--- src/rtl/decoder_stage_controller_pkg.sv ---
// Stage codes broadcast on the shared global_stage bus; the PE array decodes the same values.
package decoder_stage_controller_pkg;

    localparam int unsigned STAGE_WIDTH = 3;

    typedef enum logic [STAGE_WIDTH-1:0] {
        STAGE_IDLE                 = 3'd0,
        STAGE_MEASUREMENT_LOADING  = 3'd1,
        STAGE_GROW                 = 3'd2,
        STAGE_MERGE                = 3'd3,
        STAGE_PEELING              = 3'd4,
        STAGE_RESULT_VALID         = 3'd5,
        STAGE_STREAMING_CORRECTION = 3'd6
    } stage_e;

endpackage

--- src/rtl/stage_settle_counter.sv ---
// Counts consecutive quiet (busy=0) cycles; settled marks the cycle in which a stage may exit.
module stage_settle_counter #(
    parameter int unsigned SETTLE_CYCLES = 3
) (
    input  logic clk,
    input  logic reset,
    input  logic clr,
    input  logic busy,
    output logic settled
);

    localparam int unsigned      CNT_W = $clog2(SETTLE_CYCLES);
    localparam logic [CNT_W-1:0] LAST  = CNT_W'(SETTLE_CYCLES - 1);

    logic [CNT_W-1:0] r_quiet_cnt;

    always_ff @(posedge clk or posedge reset) begin
        if (reset) begin
            r_quiet_cnt <= '0;
        end else if (clr || busy) begin
            r_quiet_cnt <= '0;
        end else if (r_quiet_cnt != LAST) begin
            r_quiet_cnt <= r_quiet_cnt + CNT_W'(1);
        end
    end

    // A busy pulse in the would-be exit cycle blocks the exit and restarts the count.
    assign settled = !busy && (r_quiet_cnt == LAST);

endmodule

--- src/rtl/decoder_stage_controller.sv ---
// Stage sequencer for the union-find PE array: drives global_stage, runs the
// start/result handshake and reports per-syndrome iteration and latency statistics.
module decoder_stage_controller
    import decoder_stage_controller_pkg::*;
#(
    parameter int unsigned GROW_CYCLES   = 2,
    parameter int unsigned SETTLE_CYCLES = 3,
    parameter int unsigned ITER_WIDTH    = 8,
    parameter int unsigned MAX_ITER      = 255,
    parameter int unsigned CYCLE_WIDTH   = 16
) (
    input  logic                   clk,
    input  logic                   reset,
    input  logic                   start,
    output logic                   ready,
    output logic [STAGE_WIDTH-1:0] global_stage,
    input  logic                   busy_any,
    input  logic                   odd_any,
    output logic                   result_valid,
    output logic [ITER_WIDTH-1:0]  iteration_count,
    output logic [CYCLE_WIDTH-1:0] cycle_count,
    output logic                   timeout
);

    localparam int unsigned GROW_W = $clog2(GROW_CYCLES) + 1;

    stage_e                 r_state;
    stage_e                 w_next;
    logic                   w_start_acc;
    logic                   w_grow_entry;
    logic                   w_timeout_set;
    logic                   w_settled;
    logic                   w_settle_clr;
    logic                   w_grow_done;
    logic                   w_counting;
    logic [GROW_W-1:0]      r_grow_cnt;
    logic                   r_ready;
    logic                   r_result_valid;
    logic [ITER_WIDTH-1:0]  r_iter;
    logic [CYCLE_WIDTH-1:0] r_cycle;
    logic                   r_timeout;

    assign w_grow_done  = (r_grow_cnt == GROW_W'(GROW_CYCLES - 1));
    assign w_counting   = (r_state == STAGE_MEASUREMENT_LOADING) || (r_state == STAGE_GROW) ||
                          (r_state == STAGE_MERGE) || (r_state == STAGE_PEELING);
    // Quiet count only runs inside MERGE/PEELING and restarts on every stage change.
    assign w_settle_clr = (w_next != r_state) ||
                          !((r_state == STAGE_MERGE) || (r_state == STAGE_PEELING));

    stage_settle_counter #(
        .SETTLE_CYCLES(SETTLE_CYCLES)
    ) u_settle (
        .clk    (clk),
        .reset  (reset),
        .clr    (w_settle_clr),
        .busy   (busy_any),
        .settled(w_settled)
    );

    always_ff @(posedge clk or posedge reset) begin
        if (reset) begin
            r_state <= STAGE_IDLE;
        end else begin
            r_state <= w_next;
        end
    end

    always_comb begin
        w_next        = r_state;
        w_start_acc   = 1'b0;
        w_grow_entry  = 1'b0;
        w_timeout_set = 1'b0;
        case (r_state)
            STAGE_IDLE: begin
                if (start) begin
                    w_next      = STAGE_MEASUREMENT_LOADING;
                    w_start_acc = 1'b1;
                end
            end
            STAGE_MEASUREMENT_LOADING: w_next = STAGE_MERGE;
            STAGE_GROW: begin
                if (w_grow_done) w_next = STAGE_MERGE;
            end
            STAGE_MERGE: begin
                if (w_settled) begin
                    if (!odd_any) begin
                        w_next = STAGE_PEELING;
                    end else if (r_iter < ITER_WIDTH'(MAX_ITER)) begin
                        w_next       = STAGE_GROW;
                        w_grow_entry = 1'b1;
                    end else begin
                        w_next        = STAGE_PEELING;
                        w_timeout_set = 1'b1;
                    end
                end
            end
            STAGE_PEELING: begin
                if (w_settled) w_next = STAGE_RESULT_VALID;
            end
            STAGE_RESULT_VALID: w_next = STAGE_IDLE;
            default:            w_next = STAGE_IDLE;
        endcase
    end

    always_ff @(posedge clk or posedge reset) begin
        if (reset) begin
            r_grow_cnt <= '0;
        end else if ((r_state == STAGE_GROW) && (w_next == STAGE_GROW)) begin
            r_grow_cnt <= r_grow_cnt + GROW_W'(1);
        end else begin
            r_grow_cnt <= '0;
        end
    end

    // Statistics clear on accept and hold from RESULT until the next accepted start.
    always_ff @(posedge clk or posedge reset) begin
        if (reset) begin
            r_ready        <= 1'b1;
            r_result_valid <= 1'b0;
            r_iter         <= '0;
            r_cycle        <= '0;
            r_timeout      <= 1'b0;
        end else begin
            r_ready        <= (w_next == STAGE_IDLE);
            r_result_valid <= (w_next == STAGE_RESULT_VALID);
            if (w_start_acc) begin
                r_iter    <= '0;
                r_cycle   <= '0;
                r_timeout <= 1'b0;
            end else begin
                if (w_grow_entry) r_iter <= r_iter + ITER_WIDTH'(1);
                if (w_timeout_set) r_timeout <= 1'b1;
                if (w_counting && (r_cycle != '1)) r_cycle <= r_cycle + CYCLE_WIDTH'(1);
            end
        end
    end

    assign global_stage    = r_state;
    assign ready           = r_ready;
    assign result_valid    = r_result_valid;
    assign iteration_count = r_iter;
    assign cycle_count     = r_cycle;
    assign timeout         = r_timeout;

endmodule

--- config.mk ---
export PLATFORM = sky130hd
export DESIGN_NAME = decoder_stage_controller
export DESIGN_NICKNAME = d
export VERILOG_FILES = /design/src/rtl/decoder_stage_controller_pkg.sv /design/src/rtl/stage_settle_counter.sv /design/src/rtl/decoder_stage_controller.sv
export SDC_FILE = /design/constraint.sdc
export NUM_CORES = 1
export LEC_CHECK = 0
export BUFFER_PORTS_ARGS = -buffer_cell sky130_fd_sc_hd__clkbuf_2
export CAP_MARGIN = 40
export CORE_ASPECT_RATIO = 0.9
export CORE_MARGIN = 8
export CORE_UTILIZATION = 58
export DETAILED_ROUTE_END_ITERATION = 10
export PLACE_DENSITY = 0.81
export SLEW_MARGIN = 20
export SYNTH_ARGS = -nofsm -noshare
export SYNTH_HDL_FRONTEND = slang
export SYNTH_HIERARCHICAL = 1
export SYNTH_SLANG_ARGS = --single-unit
export TNS_END_PERCENT = 10
--- constraint.sdc ---
create_clock -name clk -period 4 [get_ports clk]
set_clock_uncertainty 0.15 [all_clocks]
set_input_delay 0.8 -clock clk [delete_from_list [all_inputs] [get_ports clk]]
set_output_delay 0.8 -clock clk [all_outputs]
set_load 0.005 [all_outputs]
==> metrics.yaml <==
status: "finished, final reports clean"
start_util_pct: 59.3
rows: 19
setup_viol: 0
hold_viol_final: 0
r2r_start: "u_settle/r_quiet_cnt[0]"
gp_congestion: 0.872
cts-root-buf: "clkbuf_4"
ff_latch_area_um2: 852
wl_per_cell_um: 14.5
post_cts_buffers: 0
overflow: 0
area_delta_synth_final_pct: 15.7
report.final.slew_viol_count: 0
cts-hold-fix-buffers: 0
stdcell_count: 257
ant_nets: 0
die_area_mm2: 0.00509
post-route-period-util_pct: 54.5
multi_input_area_um2: 882
synth_compound_area_share_pct: 9.80
tightest_slew_ns: 0.889
drive_gt1_share_pct: 27.0
intPower_mw: 0.690
cts_resized: 0
rsz0062_at_grt: "no"
totalWireLength_um: 3730
antenna_found_initial: 0
peakVddDrop_v: 0.000265
cpPeakStageDelay_ns: 0.41
portBuffers: 34
fmax_mhz: 458
dp_hpwl_um: 2810
grt_pass1_vias: 1474
grt_pass1_wl_um: 6420
arrival_ns: 2.25
finalCriticalPeriod_ns: 2.18
critPathRequiredTime_ns: 4.07
postLayoutCoreUtil_pct: 68.6
cp_num_buf_inv: 1
critical_path_class: "flip-flop to flip-flop"
p_leak_nw: 0.984
synthAdderAreaFrac_pct: 2.82
synth-simple-area-share_pct: 25.9
synth_top_flop_cell: "dfrtp_1"
grtUsageTotal_pct: 16.1
rrSetupSlack_ns: 1.82
grt_max_degree: 33
ys_async_sr_fraction_pct: 100
synth-edff-count: 0
syn_avg_cell_area_um2: 10.1
die_h_um: 68.5
cts_buffers: 5
clock_latency_ns: 0.34
pwr-share-seq_pct: 50.2
cts_max_path_buffers: 2
ys_types: 40
critical_path.top_delay_family: "simple AND/OR/NAND/NOR gates"
final_nets: 223
r2r_cells: 8
dp_cells: 249
crit_chain: "inv_1 > ha_1 > nor2b_1 > nand2b_1 > a31oi_1 > or2_1 > a31oi_1 > nor3_1"
num_antenna_cells: 0
synth_top_family_by_area: "simple AND/OR/NAND/NOR gates"
reg2reg_to: "u_settle/r_quiet_cnt[0]"
drc: 0
clock_sinks: 34
critPathMostFrequentCell: "a31oi_1"
drt_iter0_drc: 77
p_sw_mw: 0.404
synthesis.area_mm2: 0.00178
dieWidth_um: 74.3
ys_warn_count: 6
power_density_mw_per_mm2: 533
synth_xor_area_share_pct: 7.40
hp-class: "input pin to asynchronous set/reset pin"
drt-pass1-iter-count: 4
endpoint_kind: "flip-flop"
viasPerCell: 5.63
fin_setup_tns_ns: 0
switching_share_pct: 36.9
muxShareOfSynthArea_pct: 3.38
slew_headroom_pct: 40.6
crit_slowest_cell: "dfrtp_1"
maxCapViolations: 0
p_clk_share_pct: 18.0
num_vias: 1448
core_mm2: 0.00300
start_kind: "flip-flop"
cts.clk_slew.worst_paths_ns: 0.10
yosysSeqAreaShare_pct: 48.0
cts_tree: "done"
crit_fanout: 5
h-tree-depth: 2
io-pin-count: 35
synthCells: 176
synth_seq_cells: 34
synth_nets: 185
total_power_mw: 1.09
p_comb_share_pct: 31.8
fill_cells: 252
==> power by group through the flow <==
| stage | clock network (mW) | registers [mW] | logic (mW) |
|---|---|---|---|
| final | 0.197 | 0.549 | 0.348 |
| after global placement | 0 | 0.545 | 0.339 |
| after global routing | 0.217 | 0.568 | 0.399 |
| after floorplan | 0 | 0.532 | 0.232 |
| after CTS | 0.205 | 0.548 | 0.357 |
| after detailed placement | 0 | 0.556 | 0.355 |
==> flip-flops by register name (all words and copies together) (netlist names) <==
name	flops
timeout	1
r_grow_cnt	2
result_valid	1
u_settle/r_quiet_cnt	2
cycle_count	16
global_stage	3
ready	1
iteration_count	8
==> cell usage after synthesis, types with 2 or more instances <==
cell type | instances | share of area (%)
dfrtp_1 | 33 | 47
nor2_1 | 24 | 5.1
nand2_1 | 18 | 3.8
xnor2_1 | 9 | 4.4
inv_1 | 6 | 1.3
mux2i_1 | 6 | 3.4
nand3_1 | 6 | 1.7
xor2_1 | 6 | 3.0
buf_2 | 5 | 1.4
nand4_1 | 5 | 1.8
nor3_1 | 5 | 1.4
a21oi_1 | 4 | 1.1
and4_1 | 4 | 2.0
ha_1 | 4 | 2.8
and3_1 | 3 | 1.1
nor4_2 | 3 | 2.1
o211ai_1 | 3 | 1.3
o21ai_0 | 3 | 0.85
or3_1 | 3 | 1.1
a31oi_1 | 2 | 0.70
nand3b_1 | 2 | 0.85
o21ai_2 | 2 | 0.99
o31ai_1 | 2 | 0.85
or2_1 | 2 | 0.70
==> layout make-up <==
type / count / area share [%]
clock inverter: 1 / 0.244
sequential: 34 / 41.5
inverter: 6 / 1.10
multi-input combinational: 131 / 42.9
timing repair buffer: 36 / 9.01
tap: 42 / 2.56
clock buffer: 7 / 2.68
==> worst register-to-register path, delay by kind of cell, from the launching register on <==
family / cells / cell delay [ns]
compound gates: 2 / 0.32
fa+ha+maj: 1 / 0.21
buf+inv: 1 / 0.07
flops: 1 / 0.41
simple gates: 4 / 0.90
==> how the worst max path moves through the flow <==
stage,start,end,slack [ns],cells after the start
6_report,u_settle/r_quiet_cnt[0],u_settle/r_quiet_cnt[0],1.82,8
5_1_grt,u_settle/r_quiet_cnt[0],u_settle/r_quiet_cnt[0],1.64,9
4_1_cts,u_settle/r_quiet_cnt[0],u_settle/r_quiet_cnt[1],1.82,9
3_5_place_dp,start,cycle_count[10],1.58,5
3_3_place_gp,start,cycle_count[10],1.63,5
2_1_floorplan,busy_any,u_settle/r_quiet_cnt[1],1.92,7
==> placed cells by master (no fill, tap or decap), drive strengths merged, types with 2 or more instances in the layout <==
cell type	instances
clkbuf	41
dfrtp	33
nor2	24
nand2	18
xnor2	9
mux2i	6
nand3	6
xor2	6
inv	6
nand4	6
nor3	5
a21oi	5
o21ai	5
and4	4
ha	4
and3	4
or3	3
o211ai	3
nor4	3
or2	3
nand3b	2
o31ai	2
a31oi	2
buf	2
a211oi	2
==> kinds of logic (layout without fill, tap and decap cells) <==
| group | after synthesis | in the layout |
|---|---|---|
| AND/OR/NAND/NOR | 84 | 84 |
| flip-flops | 34 | 34 |
| AO/OA/AOI/OAI | 22 | 22 |
| XOR/XNOR | 15 | 15 |
| buffers and inverters | 11 | 50 |
| multiplexers | 6 | 6 |
| adder cells (fa/ha/maj) | 4 | 4 |
==> through the flow <==
| step | hold slack, ns | setup WS (ns) | cell area (um2) |
|---|---|---|---|
| final | 0.133 | 1.82 | 2050 |
| after floorplan | 0.257 | 1.92 | 1780 |
| after global routing | 0.128 | 1.64 | 2050 |
| after CTS | 0.112 | 1.82 | 2050 |
| after global placement | 0.266 | 1.63 | 1990 |
| after detailed placement | 0.276 | 1.58 | 1990 |
==> layer usage <==
metal	vias up	share of wire [%]	GRT usage, %
met2	34	50	28.4
met3	3	6.2	5.64
met1	710	43	18.2
met5	-	0	0
li1	701	-	-
met4	0	0.62	4.63
(Power assumes the default switching activity.)
